--- config.mk ---
export PLATFORM = sky130hd
export DESIGN_NAME = ppu_oam_animator_flat
export DESIGN_NICKNAME = d
export VERILOG_FILES = /design/src/rtl/ppu_oam_animator_if.sv /design/src/rtl/ppu_oam_animator.sv /design/src/flat_wrapper.sv
export SDC_FILE = /design/constraint.sdc
export NUM_CORES = 1
export LEC_CHECK = 0
export ABC_AREA = 1
export CAP_MARGIN = 20
export CORE_UTILIZATION = 55
export CTS_BUF_LIST = sky130_fd_sc_hd__clkbuf_8 sky130_fd_sc_hd__clkbuf_16
export DETAILED_ROUTE_END_ITERATION = 8
export GPL_TIMING_DRIVEN = 0
export PLACE_DENSITY = 0.8
export SLEW_MARGIN = 20
export SYNTH_ARGS = -nofsm -noshare
export SYNTH_HDL_FRONTEND = slang
export SYNTH_SLANG_ARGS = --single-unit
--- constraint.sdc ---
create_clock -name clk -period 2.4 [get_ports clk]
set_input_delay 0.48 -clock clk [delete_from_list [all_inputs] [get_ports clk]]
set_output_delay 0.48 -clock clk [all_outputs]
set_load 0.03 [all_outputs]
--- src/rtl/ppu_oam_animator_if.sv ---
// Bus bundle between the OAM animator and its surroundings: NMI/control inputs,
// trajectory-table port and the CPU-side PPU register write bus.
interface ppu_oam_animator_if;
    logic       nmi;
    logic       enable;
    logic       scroll_en;
    logic [7:0] scroll_y;
    logic [7:0] step;
    logic [7:0] tbl_idx;
    logic [7:0] tbl_x;
    logic [7:0] tbl_y;
    logic [2:0] address;
    logic [7:0] ppu_data;
    logic       ppu_rw;
    logic       ppu_cs;
    logic       busy;
    logic       frame_done;
    logic       overrun;

    modport slave (
        input  nmi, enable, scroll_en, scroll_y, step, tbl_x, tbl_y,
        output tbl_idx, address, ppu_data, ppu_rw, ppu_cs, busy, frame_done, overrun
    );

    modport master (
        output nmi, enable, scroll_en, scroll_y, step, tbl_x, tbl_y,
        input  tbl_idx, address, ppu_data, ppu_rw, ppu_cs, busy, frame_done, overrun
    );
endinterface

--- src/rtl/ppu_oam_animator.sv ---
// On each accepted NMI edge, writes the scroll registers and the Y/X bytes of
// NUM_SPR OAM entries taken from a phase-shifted trajectory table.
module ppu_oam_animator #(
    parameter int unsigned NUM_SPR   = 4,
    parameter int unsigned TBL_DEPTH = 200,
    parameter int unsigned PHASE     = 25,
    parameter int unsigned WAIT_CYC  = 1
) (
    input logic              clk,
    input logic              rst_n,
    ppu_oam_animator_if.slave bus
);

    typedef enum logic [3:0] {
        IDLE, SCR_X, SCR_Y, OAM_Y_ADDR, FETCH, WR_Y, OAM_X_ADDR, WR_X, WAIT, DONE
    } state_e;

    localparam logic [8:0] DEPTH9    = 9'(TBL_DEPTH);
    localparam logic [8:0] PHASE9    = 9'(PHASE);
    localparam logic [3:0] LAST_SPR  = 4'(NUM_SPR - 1);
    localparam logic [2:0] WAIT_LAST = 3'(WAIT_CYC - 1);

    state_e     state_q, state_d, ret_q, ret_d;
    logic [2:0] waitCnt_q, waitCnt_d;
    logic [3:0] spr_q, spr_d;
    logic [7:0] base_q, base_d, fineX_q, fineX_d, tblIdx_q, tblIdx_d;
    logic [7:0] sprX_q, sprX_d, sprY_q, sprY_d;
    logic [7:0] scrollY_q, scrollY_d, stepMod_q, stepMod_d;
    logic       scrollEn_q, scrollEn_d, overrun_q, overrun_d;
    logic       prevNmi_q, armed_q;

    logic       nmiRise;
    logic [8:0] stepWide, idxSum, idxNext, baseSum, baseNext;
    logic [2:0] addr;
    logic [7:0] data;
    logic       rw, cs;

    // armed_q blocks a frame until nmi has been seen low at least once after reset
    assign nmiRise = bus.nmi & ~prevNmi_q & armed_q;

    assign stepWide = {1'b0, bus.step} % DEPTH9;
    assign idxSum   = {1'b0, tblIdx_q} + PHASE9;
    assign idxNext  = (idxSum >= DEPTH9) ? idxSum - DEPTH9 : idxSum;
    assign baseSum  = {1'b0, base_q} + {1'b0, stepMod_q};
    assign baseNext = (baseSum >= DEPTH9) ? baseSum - DEPTH9 : baseSum;

    always_comb begin
        state_d    = state_q;
        ret_d      = ret_q;
        waitCnt_d  = waitCnt_q;
        spr_d      = spr_q;
        base_d     = base_q;
        fineX_d    = fineX_q;
        tblIdx_d   = tblIdx_q;
        sprX_d     = sprX_q;
        sprY_d     = sprY_q;
        scrollEn_d = scrollEn_q;
        scrollY_d  = scrollY_q;
        stepMod_d  = stepMod_q;
        overrun_d  = nmiRise && (state_q != IDLE);
        addr       = 3'd0;
        data       = 8'd0;
        rw         = 1'b0;
        cs         = 1'b1;

        // Every write state strobes for one cycle, then parks in WAIT with ret_q as its successor
        if (state_q inside {SCR_X, SCR_Y, OAM_Y_ADDR, WR_Y, OAM_X_ADDR, WR_X}) begin
            rw        = 1'b1;
            cs        = 1'b0;
            state_d   = WAIT;
            waitCnt_d = WAIT_LAST;
        end

        case (state_q)
            IDLE: begin
                if (nmiRise && bus.enable) begin
                    scrollEn_d = bus.scroll_en;
                    scrollY_d  = bus.scroll_y;
                    stepMod_d  = stepWide[7:0];
                    tblIdx_d   = base_q;
                    spr_d      = 4'd0;
                    state_d    = bus.scroll_en ? SCR_X : FETCH;
                end
            end
            SCR_X: begin
                addr    = 3'd5;
                data    = fineX_q;
                fineX_d = fineX_q + 8'd1;
                ret_d   = SCR_Y;
            end
            SCR_Y: begin
                addr  = 3'd5;
                data  = scrollY_q;
                ret_d = FETCH;
            end
            FETCH: state_d = OAM_Y_ADDR;
            OAM_Y_ADDR: begin
                addr   = 3'd3;
                data   = {2'b00, spr_q, 2'b00};
                sprX_d = bus.tbl_x;
                sprY_d = bus.tbl_y;
                ret_d  = WR_Y;
            end
            WR_Y: begin
                addr  = 3'd4;
                data  = sprY_q;
                ret_d = OAM_X_ADDR;
            end
            OAM_X_ADDR: begin
                addr  = 3'd3;
                data  = {2'b00, spr_q, 2'b11};
                ret_d = WR_X;
            end
            WR_X: begin
                addr = 3'd4;
                data = sprX_q;
                if (spr_q == LAST_SPR) begin
                    ret_d = DONE;
                end else begin
                    ret_d    = FETCH;
                    spr_d    = spr_q + 4'd1;
                    tblIdx_d = idxNext[7:0];
                end
            end
            WAIT: begin
                if (waitCnt_q == 3'd0) state_d = ret_q;
                else waitCnt_d = waitCnt_q - 3'd1;
            end
            DONE: begin
                base_d  = baseNext[7:0];
                state_d = IDLE;
            end
            default: state_d = IDLE;
        endcase
    end

    always_ff @(posedge clk or negedge rst_n) begin
        if (!rst_n) begin
            state_q    <= IDLE;
            ret_q      <= IDLE;
            waitCnt_q  <= 3'd0;
            spr_q      <= 4'd0;
            base_q     <= 8'd0;
            fineX_q    <= 8'd0;
            tblIdx_q   <= 8'd0;
            sprX_q     <= 8'd0;
            sprY_q     <= 8'd0;
            scrollEn_q <= 1'b0;
            scrollY_q  <= 8'd0;
            stepMod_q  <= 8'd0;
            overrun_q  <= 1'b0;
            prevNmi_q  <= 1'b0;
            armed_q    <= 1'b0;
        end else begin
            state_q    <= state_d;
            ret_q      <= ret_d;
            waitCnt_q  <= waitCnt_d;
            spr_q      <= spr_d;
            base_q     <= base_d;
            fineX_q    <= fineX_d;
            tblIdx_q   <= tblIdx_d;
            sprX_q     <= sprX_d;
            sprY_q     <= sprY_d;
            scrollEn_q <= scrollEn_d;
            scrollY_q  <= scrollY_d;
            stepMod_q  <= stepMod_d;
            overrun_q  <= overrun_d;
            prevNmi_q  <= bus.nmi;
            armed_q    <= armed_q | ~bus.nmi;
        end
    end

    assign bus.tbl_idx    = tblIdx_q;
    assign bus.address    = addr;
    assign bus.ppu_data   = data;
    assign bus.ppu_rw     = rw;
    assign bus.ppu_cs     = cs;
    assign bus.busy       = (state_q != IDLE);
    assign bus.frame_done = (state_q == DONE);
    assign bus.overrun    = overrun_q;

endmodule

--- src/flat_wrapper.sv ---
// flat-port wrapper written by rule: the top's interface ports become plain ports
module ppu_oam_animator_flat 
#(
    parameter int unsigned NUM_SPR   = 4,
    parameter int unsigned TBL_DEPTH = 200,
    parameter int unsigned PHASE     = 25,
    parameter int unsigned WAIT_CYC  = 1
)
  (clk, rst_n, bus_nmi, bus_enable, bus_scroll_en, bus_scroll_y, bus_step, bus_tbl_x, bus_tbl_y, bus_tbl_idx, bus_address, bus_ppu_data, bus_ppu_rw, bus_ppu_cs, bus_busy, bus_frame_done, bus_overrun);
  ppu_oam_animator_if bus_i ();
  input logic clk;
  input logic rst_n;
  input wire logic [$bits(bus_i.nmi)-1:0] bus_nmi;
  input wire logic [$bits(bus_i.enable)-1:0] bus_enable;
  input wire logic [$bits(bus_i.scroll_en)-1:0] bus_scroll_en;
  input wire logic [$bits(bus_i.scroll_y)-1:0] bus_scroll_y;
  input wire logic [$bits(bus_i.step)-1:0] bus_step;
  input wire logic [$bits(bus_i.tbl_x)-1:0] bus_tbl_x;
  input wire logic [$bits(bus_i.tbl_y)-1:0] bus_tbl_y;
  output wire logic [$bits(bus_i.tbl_idx)-1:0] bus_tbl_idx;
  output wire logic [$bits(bus_i.address)-1:0] bus_address;
  output wire logic [$bits(bus_i.ppu_data)-1:0] bus_ppu_data;
  output wire logic [$bits(bus_i.ppu_rw)-1:0] bus_ppu_rw;
  output wire logic [$bits(bus_i.ppu_cs)-1:0] bus_ppu_cs;
  output wire logic [$bits(bus_i.busy)-1:0] bus_busy;
  output wire logic [$bits(bus_i.frame_done)-1:0] bus_frame_done;
  output wire logic [$bits(bus_i.overrun)-1:0] bus_overrun;
  assign bus_i.nmi = bus_nmi;
  assign bus_i.enable = bus_enable;
  assign bus_i.scroll_en = bus_scroll_en;
  assign bus_i.scroll_y = bus_scroll_y;
  assign bus_i.step = bus_step;
  assign bus_i.tbl_x = bus_tbl_x;
  assign bus_i.tbl_y = bus_tbl_y;
  assign bus_tbl_idx = bus_i.tbl_idx;
  assign bus_address = bus_i.address;
  assign bus_ppu_data = bus_i.ppu_data;
  assign bus_ppu_rw = bus_i.ppu_rw;
  assign bus_ppu_cs = bus_i.ppu_cs;
  assign bus_busy = bus_i.busy;
  assign bus_frame_done = bus_i.frame_done;
  assign bus_overrun = bus_i.overrun;
  ppu_oam_animator #(.NUM_SPR(NUM_SPR), .TBL_DEPTH(TBL_DEPTH), .PHASE(PHASE), .WAIT_CYC(WAIT_CYC)) u_core (.clk(clk), .rst_n(rst_n), .bus(bus_i));
endmodule
==> key figures <==
Floorplanning
  • Die width: slightly above 90 microns
  • Num rows: 32
  • Initial Utilization: 56.9%
  • Die Y: a little over 90 microns
  • Die Footprint: 0.00836 sq mm
  • I/O pins: 61
  • Core box area: roughly 0.0077 sq mm

Setup path
  • Worst Setup End Kind: output pin
  • CP Cell Sequence: inv_2, nor2_4, inv_2, nor2_4, buf_4, a221oi_2, o211ai_1, buf_4
  • Worst setup SP type: flip-flop
  • Crit path max-delay family: buffers and inverters
  • Crit path max fanout: 4
  • CP bufs+invs: 4
  • WP data arrival: roughly 1.9 ns
  • Critical Path RT: roughly 1.9 ns
  • CP max-delay cell: dfrtp_2
  • CP max stage delay: 0.45 ns
  • Crit path kind: flip-flop to output pin

Route
  • Drt total wl: between 10,000 and 15,000 microns
  • DR iter-0 viols: approximately 230
  • Post-route ant nets: 0
  • Routed vias: 4,122
  • DR WL/cell: about 14 microns
  • Residual DRC: 0
  • DR pass1 iterations: 8
  • Vias/cell: around 5.3

Power
  • Net load switching power: 570 uW
  • Int Pwr: a little under 2000 uW
  • Switching share of power: between 20% and 30%
  • Clock Power Share: between 40% and 50%
  • Sequential Power Share: between 40% and 50%
  • Power Dens Cells: around 460 mW/mm^2
  • VDD IR-drop max: 0.363 mV
  • Leakage: 0.00290 uW
  • Logic pwr share: under 10%
  • Design Power: about 2600 uW

STA
  • Final worst slack: about 0.00057 ns
  • Count of final setup violators: 0
  • Fin. max-slew vios: 0
  • Hold_ws: about 0.052 ns
  • Fin crit share: approximately 100%
  • Fin Clk Skew: approximately 0.012 ns
  • Fin crit period: between 2 and 2.5 ns
  • Final Hold Violating Endpoints: 0
  • Maximum clock rate: roughly 0.42 GHz
  • Slew @ Worst Pin: roughly 0.43 ns
  • Slew margin rel.: 70.9%

Synth
  • YS warnings: 0
  • Most common flop cell mapped by yosys: dfrtp_1
  • Yosys reg bits: 74
  • Synth Instances: between 500 and 600
  • Synth Net Count: between 600 and 700
  • FFs w/ async S/R, synth: between 90% and 100%
  • Post-synth EDFFs: 0
  • Yosys cell types: 38
  • Sequential fraction of the synthesis area: a little over two fifths
  • Avg Cell Area, Syn: roughly 7.5 sq um
  • Post-Synthesis Cell Area: roughly 0.0044 sq mm

Clock tree
  • Cts bufs inserted: 9
  • Clock Sinks: 74
  • Bufs on Longest Clock Path: 2
  • CTS Root Cell: clkbuf_8
  • CTS tree: done
  • Clk_lat worst skew: approximately 0.35 ns
  • H-Tree Depth: 3
  • Clock transition at path regs: roughly 0.08 ns
  • CTS Hold Bufs: 0

Finish
  • Most common cell after layout, fill and taps aside: nand2_1
  • ANT cells: 0
  • Layout fillers: 580
  • Most frequent cells in the layout: nand2_1 (225), inv_1 (72), dfrtp_1 (70)
  • Layout cell share with drive strength beyond 1: 14.5%
  • Area Growth Syn to Fin: 25.0%
  • Nets@finish: ~730

GRT
  • Antenna violations before repair: 0
  • Global-route usage over all layers: 27.2%
  • Gr ovfl total: 0
  • First-pass GRT wire length: 17,900 microns
  • Largest net degree at the start of global routing: 45
  • Number of global-route vias before repair: approximately 3,900

Run
  • MaxCap Viol Count: 0

Place
  • Dpl ws: -0.406 ns
  • Detailed placement HPWL: ~8000 microns
  • GPL Wtd Cong: around 0.84
  • # port buffers: 60

Outcome
  • Run status: finished clean

Hold path
  • Hold WC Path Type: primary input to async pin
-- cell families (layout without fill, tap and decap cells) --
group                    count (synthesis)  after routing  share of synthesized area [%]
XOR/XNOR                                12             12                           2.39
flip-flops                              74             74                           42.1
AO/OA/AOI/OAI                           59             59                           7.97
adder cells (fa/ha/maj)                 18             18                           5.29
buffers and inverters                   93            180                           8.48
AND/OR/NAND/NOR                        334            334                           33.8
-- what timing repair did --
item	in CTS	in global routing
buffers inserted	4	6
pin swaps	2	4
endpoints found under the setup margin	15	17
resized for setup	55	41
-- per-stage QoR --
stage	cell area, sq um	setup TNS (ns)	std cells	utilization, %
after floorplan	4400	0	590	-
after global placement	5120	-120.12	752	66.3
after detailed placement	5140	-2.29	753	66.5
after CTS	5400	-0.157	773	69.9
after global routing	5500	-0.0666	779	71.1
final	5500	0	779	71.1
-- synth_stat cells, types with 7 or more instances --
cell     instances  area share, %
a21oi_1         14            1.6
nor2_1          27            2.3
o21ai_0         17            1.9
nand4_1         10            1.4
nand3_1         42            4.8
nand2_1        227             19
dfrtp_1         74             42
xor2_1          10            2.0
o21ai_1          7           0.80
inv_1           72            6.1
ha_1            17            4.8
inv_2            9           0.77
-- area by class of cell --
cell class                      instances  area (sq um)  area share (%)
Buffer                                  9          65.1            1.18
Clock buffer                           11           151            2.76
Clock inverter                          5          83.8            1.53
Inverter                               84           323            5.87
Multi-Input combinational cell        423          2250            40.9
Sequential cell                        74          1860            33.8
Tap cell                              102           128            2.32
Timing Repair Buffer                   71           641            11.7
-- power groups by stage --
stage | Combinational [uW] | Sequential, uW | Clock, uW
after floorplan | 45.6 | 1290 | 0
after global placement | 153 | 1290 | 0
after detailed placement | 160 | 1290 | 0
after CTS | 156 | 1270 | 1130
after global routing | 172 | 1270 | 1190
final | 155 | 1270 | 1130
-- flip-flops by register name, summed over array words and instances, names as in the netlist --
signal              flops
u_core.base_q           8
u_core.fineX_q          8
u_core.sprY_q           8
u_core.ret_q            4
u_core.spr_q            4
u_core.scrollY_q        8
u_core.armed_q          1
u_core.bus.overrun      1
u_core.bus.tbl_idx      8
u_core.stepMod_q        8
u_core.prevNmi_q        1
u_core.sprX_q           8
u_core.state_q          4
u_core.waitCnt_q        3
-- metal layers --
metal,vias to the layer above,wire length (microns),global-route usage [%]
met5,-,0,0
met1,1928,4800,35.2
met4,0,214,9.39
met3,21,488,4.52
met2,135,5360,46.2
li1,2038,-,-
-- path summary, 6_finish.rpt --
kind                            slack (ns)                          from                         endpoint  cells past startpoint
worst max-delay path                0.0006   u_core.state_q[2]$_DFF_PN0_                  bus_ppu_data[4]                      8
worst min-delay path                  0.05                         rst_n    u_core.waitCnt_q[0]$_DFF_PN0_                      1
worst max register to register        0.18  u_core.base_q[0]$_DFFE_PN0P_     u_core.base_q[6]$_DFFE_PN0P_                     15
worst min register to register        0.48  u_core.sprY_q[6]$_DFFE_PN0P_     u_core.sprY_q[6]$_DFFE_PN0P_                      2
max in group asynchronous             1.77                         rst_n  u_core.scrollY_q[3]$_DFFE_PN0P_                      2
min in group clk                      0.48  u_core.sprY_q[6]$_DFFE_PN0P_     u_core.sprY_q[6]$_DFFE_PN0P_                      2
Note: power is estimated with default switching activity, not from simulation.
